[config.mk]
export PLATFORM = sky130hd
export DESIGN_NAME = cond_logic
export DESIGN_NICKNAME = d
export VERILOG_FILES = /design/src/rtl/cond_logic.sv
export SDC_FILE = /design/constraint.sdc
export NUM_CORES = 1
export LEC_CHECK = 0
export BUFFER_PORTS_ARGS = -buffer_cell sky130_fd_sc_hd__buf_4
export CAP_MARGIN = 40
export CELL_PAD_IN_SITES_DETAIL_PLACEMENT = 1
export CELL_PAD_IN_SITES_GLOBAL_PLACEMENT = 1
export CORE_MARGIN = 2
export CORE_UTILIZATION = 44
export CTS_CLUSTER_DIAMETER = 50
export DETAILED_ROUTE_END_ITERATION = 10
export PLACE_DENSITY = 0.84
export SYNTH_ARGS = -nofsm -noshare
export SYNTH_HDL_FRONTEND = slang
export SYNTH_SLANG_ARGS = --single-unit
export TNS_END_PERCENT = 10
[constraint.sdc]
create_clock -name clk -period 7.7 [get_ports clk]
set_clock_uncertainty 0.15 [all_clocks]
set_input_delay 1.54 -clock clk [delete_from_list [all_inputs] [get_ports clk]]
set_output_delay 1.54 -clock clk [all_outputs]
set_load 0.05 [all_outputs]
[src/rtl/cond_logic.sv]
// cond_logic: conditional-execution unit for a single-cycle ARM core.
// Holds the NZCV flag register and checks each instruction's condition
// field against the stored flags. Gates the decoder's PC, register and
// memory write requests, and keeps saturating executed/skipped counters.
module cond_logic #(
  parameter int CNT_W = 32
) (
  input  logic             clk,
  input  logic             reset,
  input  logic             en,
  input  logic [3:0]       Cond,
  input  logic [3:0]       ALUFlags,
  input  logic [1:0]       FlagW,
  input  logic             PCS,
  input  logic             RegW,
  input  logic             MemW,
  input  logic             NoWrite,
  input  logic             cnt_clr,
  output logic             CondEx,
  output logic             PCSrc,
  output logic             RegWrite,
  output logic             MemWrite,
  output logic [3:0]       Flags,
  output logic [CNT_W-1:0] exec_count,
  output logic [CNT_W-1:0] skip_count
);

  localparam logic [CNT_W-1:0] CNT_ONE = {{(CNT_W-1){1'b0}}, 1'b1};

  // Evaluate a 4-bit ARM condition code against {N,Z,C,V}.
  // Code 1111 is treated as "never", so an unused encoding cannot
  // leak an unknown into the write strobes.
  function automatic logic cond_pass(input logic [3:0] cond,
                                     input logic [3:0] nzcv);
    logic n, z, c, v;
    logic pass;
    n = nzcv[3];
    z = nzcv[2];
    c = nzcv[1];
    v = nzcv[0];
    case (cond)
      4'b0000: pass = z;
      4'b0001: pass = ~z;
      4'b0010: pass = c;
      4'b0011: pass = ~c;
      4'b0100: pass = n;
      4'b0101: pass = ~n;
      4'b0110: pass = v;
      4'b0111: pass = ~v;
      4'b1000: pass = c & ~z;
      4'b1001: pass = ~c | z;
      4'b1010: pass = (n == v);
      4'b1011: pass = (n != v);
      4'b1100: pass = ~z & (n == v);
      4'b1101: pass = z | (n != v);
      4'b1110: pass = 1'b1;
      default: pass = 1'b0;
    endcase
    return pass;
  endfunction

  // Increment that sticks at the all-ones value instead of wrapping.
  function automatic logic [CNT_W-1:0] sat_inc(input logic [CNT_W-1:0] val);
    logic [CNT_W-1:0] res;
    if (&val) res = val;
    else      res = val + CNT_ONE;
    return res;
  endfunction

  logic       cond_ok;
  logic       exec_evt;
  logic       skip_evt;
  logic       wr_nz;
  logic       wr_cv;
  logic [3:0] flags_q;

  // Condition check uses only the registered flags; ALUFlags never
  // reaches an output combinationally.
  always_comb begin
    cond_ok  = cond_pass(Cond, flags_q);
    CondEx   = cond_ok & en;
    PCSrc    = PCS & CondEx;
    MemWrite = MemW & CondEx;
    RegWrite = RegW & CondEx & ~NoWrite;
    exec_evt = en & cond_ok;
    skip_evt = en & ~cond_ok;
    wr_nz    = CondEx & FlagW[1];
    wr_cv    = CondEx & FlagW[0];
  end

  // Flag register: N/Z and C/V halves are written independently so
  // logical ops can update N/Z while carrying C/V through.
  always_ff @(posedge clk or posedge reset) begin
    if (reset) begin
      flags_q <= 4'b0000;
    end else begin
      if (wr_nz) flags_q[3:2] <= ALUFlags[3:2];
      if (wr_cv) flags_q[1:0] <= ALUFlags[1:0];
    end
  end

  assign Flags = flags_q;

  // Debug counters: clear wins over counting; an instruction is either
  // executed or skipped, so at most one counter moves per cycle.
  always_ff @(posedge clk or posedge reset) begin
    if (reset) begin
      exec_count <= '0;
      skip_count <= '0;
    end else if (cnt_clr) begin
      exec_count <= '0;
      skip_count <= '0;
    end else if (exec_evt) begin
      exec_count <= sat_inc(exec_count);
    end else if (skip_evt) begin
      skip_count <= sat_inc(skip_count);
    end
  end

endmodule

After elaboration in Yosys (flattened, before gate mapping)
Index checks and enable logic that the tools add are counted.
Operators by class
  $add $sub $neg: 2
  equality and inequality tests: 19
  muxes and demuxes: 8
  bitwise logic cells: 18
  reductions and logical operators: 7
Operators with widths (number)
  32-bit two-way mux: 7
  32-bit by 1-bit adder with 32-bit output (second input constant): 2
  32-bit AND reduction: 2
  4-bit equality test (second input constant): 7
  4-bit by 3-bit equality test with 1-bit output (second input constant): 4
  1-bit one-hot mux with 15 select lines: 1
  1-bit AND: 10
  4-bit by 2-bit equality test with 1-bit output (second input constant): 2
  2-bit != test (second input constant): 3
  1-bit inverter: 6
  4-bit by 1-bit equality test with 1-bit output (second input constant): 1
  4-bit zero test: 1
  2-bit nonzero test: 2
  3-bit AND reduction: 1
  1-bit bitwise OR: 2
  2-bit AND reduction: 1
  1-bit equality test: 1
  1-bit != test: 1
Storage, ports and cells
  register bits: 68
  input bits: 18
  word-level logic and storage cells: 58

Longest topological paths before layout
Gate-level depths: netlist of the first run.
  word-level depth: 8
  gate-level depth with buffers: 10
  depth with buffers taken out: 7

Worst setup path before layout of the first run
Ideal clock, no wire load.
  path type: in2out
  from: input port Cond[0]
  to: output port RegWrite
  arrival time: 4.087 ns
  required time: 6.010 ns
  setup slack: 1.923 ns
  cell stages on the path: 7
  path buffers: 3
  cell sequence: buf_2 > or4_1 > and4_4 > a31o_2 > buf_6 > clkbuf_1 > nor3b_1
On the way
  cells in the longest elaborated chain, start to end: 5
  elaborated cells on any way between the ends: 19
RTL lines
  from (decl): RTL line 11  | input logic [3:0] Cond,
  4-bit equality test, or another cell as far along: RTL line 41  | case (cond)
  1-bit one-hot mux with 15 select lines (*): RTL line 41
  1-bit AND (*): RTL line 81  | CondEx = cond_ok & en;
  1-bit AND (*) (2 in series): RTL line 84  | RegWrite = RegW & CondEx & ~NoWrite;
  to (decl): RTL line 21  | output logic RegWrite,
Every way passes the cells marked *; elsewhere a longest branch is shown, timed or not.

Final worst setup path of the first run
  from: input port Cond[2]
  to: output port PCSrc
On the way
  cells in the longest elaborated chain, start to end: 4
  elaborated cells on any way between the ends: 18
RTL lines
  4-bit equality test, or another cell as far along: RTL line 41
  1-bit one-hot mux with 15 select lines (*): RTL line 41
  1-bit AND (*): RTL line 81
  1-bit AND (*): RTL line 82  | PCSrc = PCS & CondEx;
  to (decl): RTL line 20  | output logic PCSrc,
Marked as above.

==> impl_metrics.yaml, run 1 <==
placement:
  dp_hpwl_mm: 8.05
  gp_congestion: 0.788
  io_buffers: 89
critical_path:
  worstPathBufferInverterCount: 4
  critical_path_class: "input port to primary output"
  cp-start-kind: "input port"
  cp_slowest_cell: "buf_4"
  cp.arrival_ps: 3540
  critPathMaxStageDelay_ps: 420
  cp_cell_sequence: "buf_4 -> and2_1 -> o22ai_1 -> mux2i_1 -> a31o_2 -> buf_4 -> inv_2 -> and2_1 -> buf_4"
  timing.critical_path.mode_cell: "buf_4"
  crit_family: "buffers and inverters"
  path_max_fanout: 58
  r2r_setup_slack_ps: 4480
  worstPathRequired_ps: 6010
  cp-end-kind: "primary output"
pwr:
  power_density_nw_per_um2: 183
  swShare_pct: 35.3
  peakVddDrop_uv: 99.3
  p_total_mw: 0.909
  p_switching_mw: 0.321
  p_comb_share_pct: 23.5
  p_leak_nw: 2.06
  intPower_mw: 0.588
  clkPwrFrac_pct: 32.7
  seqPwrFrac_pct: 43.8
min_path:
  worstHoldPathType: "flop to flop"
die:
  dieArea_um2: 10000
  pin_count: 90
  rows: 35
  die_w_um: 100
  fp.coreArea_um2: 9110
  initial_utilization_pct: 44.7
  die_h_um: 100
cells_and_area:
  n_antenna_cell: 0
  area_growth_pct: 22.4
  nFillCells: 1114
  nNetsFinal: 559
  drive_gt1_share_pct: 24.6
  seq_area_um2: 1700
  multi_input_area_um2: 2180
synth:
  syn_inst: 463
  yosysUniqueCellTypes: 40
  synth_ff_type: "dfrtp_1"
  synth_top_area_cell: "dfrtp_1"
  async_reset_ff_share_pct: 100
  synth-seq-cells: 68
  synth_edf_count: 0
  yosysTopAreaCellShare_pct: 41.8
  syn_area_um2: 4070
  synth_fp_nets: 483
  yosysWarnings: 0
  synth_area_leaders: "dfrtp_1 42%, a21oi_1 6.2%, mux2_2 5.0%, or3_1 4.5%, or4_1 3.9%"
  yosysSeqAreaShare_pct: 41.8
  avgSynthCellArea_um2: 8.79
drt:
  wl_per_cell_um: 18.1
  drt_iter0_markers: 201
  totalWireLength_mm: 11.9
  viasPerCell: 6.07
  dr_total_vias: 3979
  dr.pass1.iters: 5
  drc: 0
  ant_nets: 0
timing:
  tightestPinTransition_ps: 874
  hold_viol: 0
  rsz0062_at_grt: "no"
  setup-violations-final: 0
  drv_slew: 0
  fin_crit_sh_pct: 67.9
  min_period_ps: 5230
  fmax_ghz: 0.191
  maxSlewHeadroom_pct: 41.2
  fin_tns_setup_ps: 0
clock_tree:
  clk_pin_slew_worst_paths_ps: 70
  htree_levels: 3
  clockRootBuffer: "clkbuf_8"
  cts_tree: "built"
  clock_latency_ps: 350
  clock_sinks: 68
  cts_made_buffers: 9
  cts_buffer_depth: 2
  postCtsSetupRepairBufs: 0
  cts_resized: 0
  ctsHoldBuffers: 0
global_routing:
  grt_pass1_vias: 3979
  grt_pass1_wl_mm: 19.7
  grt_max_degree: 79
  grt_usage_pct: 24.5
  gr-total-overflow: 0
  antenna_found_initial: 0
flow_run:
  cap_violations: 0
status:
  outcome: "completed"
-- path summary, 6_finish.rpt --
check                               start  cells past startpoint             end
min in group asynchronous           reset                      3        Flags[1]
max reg2reg                 exec_count[0]                      7  exec_count[23]
max in group asynchronous           reset                      4   exec_count[3]
min                        exec_count[10]                      2  exec_count[10]
max                               Cond[2]                      9           PCSrc
min reg2reg                exec_count[10]                      2  exec_count[10]
-- cell usage in the layout, fill, tap and decap left out, types with 2 or more instances in the layout --
cell type	count
nor3b_1	2
dfrtp_1	68
and4_1	10
and2_1	4
ha_1	2
nand2b_1	5
mux2i_1	3
a31o_2	2
clkinv_2	2
a21oi_1	50
nand2_1	26
xor2_1	3
nor2b_1	12
o21ai_0	28
nand3b_1	4
nand3_1	23
clkbuf_8	9
o31ai_1	19
and3_1	10
or2_2	2
or3_1	29
inv_1	8
nor4_1	3
or4_1	21
inv_2	2
mux2_2	18
nand4b_1	4
nand4_1	23
clkinv_4	2
buf_4	92
nor2_1	29
nor3_1	15
-- flip-flops by register name, indices dropped and copies added (netlist names) --
signal,cells
Flags,4
exec_count,32
skip_count,32
-- synthesized netlist by cell type (all sizes together), types with 3 or more instances --
| library cell | number |
|---|---|
| a21oi | 50 |
| and2 | 4 |
| and3 | 10 |
| and4 | 11 |
| buf | 9 |
| clkbuf | 20 |
| dfrtp | 68 |
| inv | 10 |
| mux2 | 18 |
| mux2i | 3 |
| nand2 | 26 |
| nand2b | 5 |
| nand3 | 23 |
| nand3b | 4 |
| nand4 | 23 |
| nand4b | 4 |
| nor2 | 29 |
| nor2b | 12 |
| nor3 | 15 |
| nor4 | 3 |
| o21ai | 28 |
| o31ai | 19 |
| or3 | 29 |
| or4 | 21 |
| xor2 | 3 |
-- power by group through the flow --
stage          clock network, mW  registers (mW)  logic, mW
4_1_cts                    0.303           0.398      0.215
6_report                   0.298           0.398      0.214
5_1_grt                    0.317           0.401      0.231
3_5_place_dp                   0           0.405      0.214
3_3_place_gp                   0           0.403      0.206
2_1_floorplan                  0           0.449      0.110
-- worst register-to-register path: cells and delay by family, from the launching register on --
kind / cells / cell delay, ps
flip-flops: 1 / 500
multiplexers: 1 / 290
adder cells (fa/ha/maj): 1 / 280
AND/OR/NAND/NOR: 5 / 1890
-- final cells by class --
type,instances,area share [%]
flip-flops and latches,68,34.2
repair buffers,94,14.5
inverters,10,0.754
clock inverters,6,1.31
well taps,111,2.79
clock buffers,10,2.56
multi-input cells,356,43.9
-- metrics by stage --
stage	cells	util [%]	hold slack [ps]	cell area, um^2	setup WS [ps]
after floorplan	463	-	648	4070	1920
after global placement	637	52.2	410	4750	2600
after detailed placement	639	52.5	429	4780	2520
after CTS	655	54.6	441	4980	2500
after global routing	655	54.6	468	4980	2320
final	655	54.6	442	4980	2470
-- per-layer routing --
layer | track usage (%) | wire [um] | part of all wire, %
met1 | 31.9 | 5220 | 44
met2 | 41.2 | 6010 | 51
met3 | 4.04 | 393 | 3.3
met4 | 8.85 | 237 | 2.0
met5 | 0 | 0 | 0
-- logic make-up after synthesis --
group	count (synthesis)	share of synthesized area, %
and+or+nand+nor	226	32.2
xor gates and xnor gates	3	0.646
adders and majority gates	2	0.615
AOI/OAI and AO/OA	104	14.5
buffers and inverters	39	4.49
muxes	21	5.72
DFF	68	41.8
Note: power is estimated with default switching activity, not from simulation.
==> inputs of run 2 (changes only) <==
--- a/config.mk
+++ b/config.mk
@@ -10,10 +10,10 @@
 export CELL_PAD_IN_SITES_DETAIL_PLACEMENT = 1
 export CELL_PAD_IN_SITES_GLOBAL_PLACEMENT = 1
 export CORE_MARGIN = 2
-export CORE_UTILIZATION = 44
+export CORE_UTILIZATION = 37
 export CTS_CLUSTER_DIAMETER = 50
 export DETAILED_ROUTE_END_ITERATION = 10
-export PLACE_DENSITY = 0.84
+export PLACE_DENSITY = 0.75
 export SYNTH_ARGS = -nofsm -noshare
 export SYNTH_HDL_FRONTEND = slang
 export SYNTH_SLANG_ARGS = --single-unit
==> constraint.sdc (replaced) <==
create_clock -name clk -period 4.8 [get_ports clk]
set_clock_uncertainty 0.15 [all_clocks]
set_input_delay 0.96 -clock clk [delete_from_list [all_inputs] [get_ports clk]]
set_output_delay 0.96 -clock clk [all_outputs]
set_load 0.05 [all_outputs]
==> impl_metrics.yaml, run 2 (synthesized netlist as in run 1, its figures left out) <==
cells_and_area:
  drive_gt1_share_pct: 24.8
  layout_common_cells: "92 x buf_4, 68 x dfrtp_1, 50 x a21oi_1"
  nNetsFinal: 559
  nFillCells: 1289
  layout.cells.non_filler: 684
  area_growth_pct: 22.9
  mostFrequentLayoutCell: "buf_4"
  n_antenna_cell: 0
min_path:
  worstHoldPathType: "input port to asynchronous set/reset pin"
timing:
  rsz0062_at_grt: "no"
  fin_crit_sh_pct: 77.5
  min_period_ps: 3720
  hold_viol: 0
  maxSlewHeadroom_pct: 43.3
  fin_tns_setup_ps: 0
  setup-violations-final: 0
  drv_slew: 0
  tightestPinTransition_ps: 843
  fmax_ghz: 0.269
drt:
  ant_nets: 0
  dr_total_vias: 4004
  drc: 0
  dr.pass1.iters: 4
  wl_per_cell_um: 17.1
  drt_iter0_markers: 118
  viasPerCell: 5.85
  totalWireLength_mm: 11.7
critical_path:
  cp.arrival_ps: 2610
  r2r-end: "exec_count[23]"
  cp-end-kind: "primary output"
  cp-start-kind: "input port"
  critical_path_class: "input port to primary output"
  worstSetupStartpoint: "Cond[2]"
  timing.rr.start: "exec_count[0]"
  path_max_fanout: 11
  r2r_setup_slack_ps: 1710
  reg2reg_depth: 7
  worstPathRequired_ps: 3690
clock_tree:
  postCtsSetupRepairBufs: 0
  cts_tree: "built"
  clockRootBuffer: "clkbuf_8"
  clk_pin_slew_worst_paths_ps: 80
  cts_resized: 0
  ctsHoldBuffers: 0
  cts_buffer_depth: 2
  clock_latency_ps: 360
  htree_levels: 3
  clock_sinks: 68
  cts_made_buffers: 9
pwr:
  seqPwrFrac_pct: 44.2
  peakVddDrop_uv: 140
  power_density_nw_per_um2: 289
  p_comb_share_pct: 23.8
  clkPwrFrac_pct: 32.0
  p_switching_mw: 0.515
  p_leak_nw: 2.06
  intPower_mw: 0.930
  swShare_pct: 35.6
die:
  initial_utilization_pct: 37.7
  die_h_um: 109
  die_w_um: 109
  pin_count: 90
  dieArea_um2: 11800
  rows: 38
  fp.coreArea_um2: 10800
global_routing:
  grt_usage_pct: 20.6
  grt_pass1_wl_mm: 19.6
  gr-total-overflow: 0
  antenna_found_initial: 0
  grt_max_degree: 79
  grt_pass1_vias: 3982
flow_run:
  cap_violations: 0
placement:
  gp_congestion: 0.799
  dp_hpwl_mm: 8.15
  io_buffers: 89
  placedCellCount: 668
status:
  outcome: "completed"
==> run 2: changes by cell type in the layout (fill, tap and decap cells not counted) <==
cell       change
bufinv_16      -1
clkbuf_8       +3
clkinv_4       -2
clkbuf_1       -1
buf_12         +1
buf_16         -1
clkinv_2       +1
==> run 2: final cells by class <==
type                    instances  area (um^2)  area share [%]
repair buffers                 94          716            14.3
flip-flops and latches         68         1700            34.0
inverters                      10         37.5           0.751
clock buffers                  12          165            3.30
well taps                     140          175            3.50
clock inverters                 4         22.5           0.450
multi-input cells             356         2180            43.7
==> run 2: through the flow <==
step	power, mW	cell area, um^2	util [%]	hold WS (ps)	worst slack [ps]
2_1_floorplan	0.896	4070	-	648	183
4_1_cts	1.46	5000	46.3	366	1070
3_5_place_dp	0.999	4810	44.6	435	1070
6_report	1.45	5000	46.3	365	1080
3_3_place_gp	0.984	4790	44.4	414	1110
5_1_grt	1.52	5000	46.3	374	983
==> run 2: power groups by stage <==
stage	logic (mW)	clock network [mW]	registers, mW
2_1_floorplan	0.176	0	0.720
3_3_place_gp	0.335	0	0.649
3_5_place_dp	0.348	0	0.650
4_1_cts	0.348	0.474	0.639
5_1_grt	0.370	0.501	0.645
6_report	0.344	0.463	0.639
==> run 2: worst max-delay path, stage by stage <==
cell	delay, ps
buf_4	140
mux2i_1	120
or4_1	400
and4_4	200
a31o_2	290
inv_2	150
and2_1	150
buf_4	190
==> run 2: layer usage <==
layer / vias up / track usage (%) / wire, um
met5: - / 0 / 0
met4: 0 / 5.49 / 126
met3: 12 / 3.59 / 481
met2: 81 / 35.6 / 5830
met1: 2020 / 26.7 / 5240
li1: 1891 / - / -
==> run 2: how the worst max path moves through the flow <==
stage | slack [ps] | cells after the start | endpoint
after detailed placement | 1070 | 8 | PCSrc
after global placement | 1110 | 7 | PCSrc
after CTS | 1070 | 8 | PCSrc
after global routing | 980 | 8 | PCSrc
final | 1080 | 8 | PCSrc
after floorplan | 180 | 7 | RegWrite
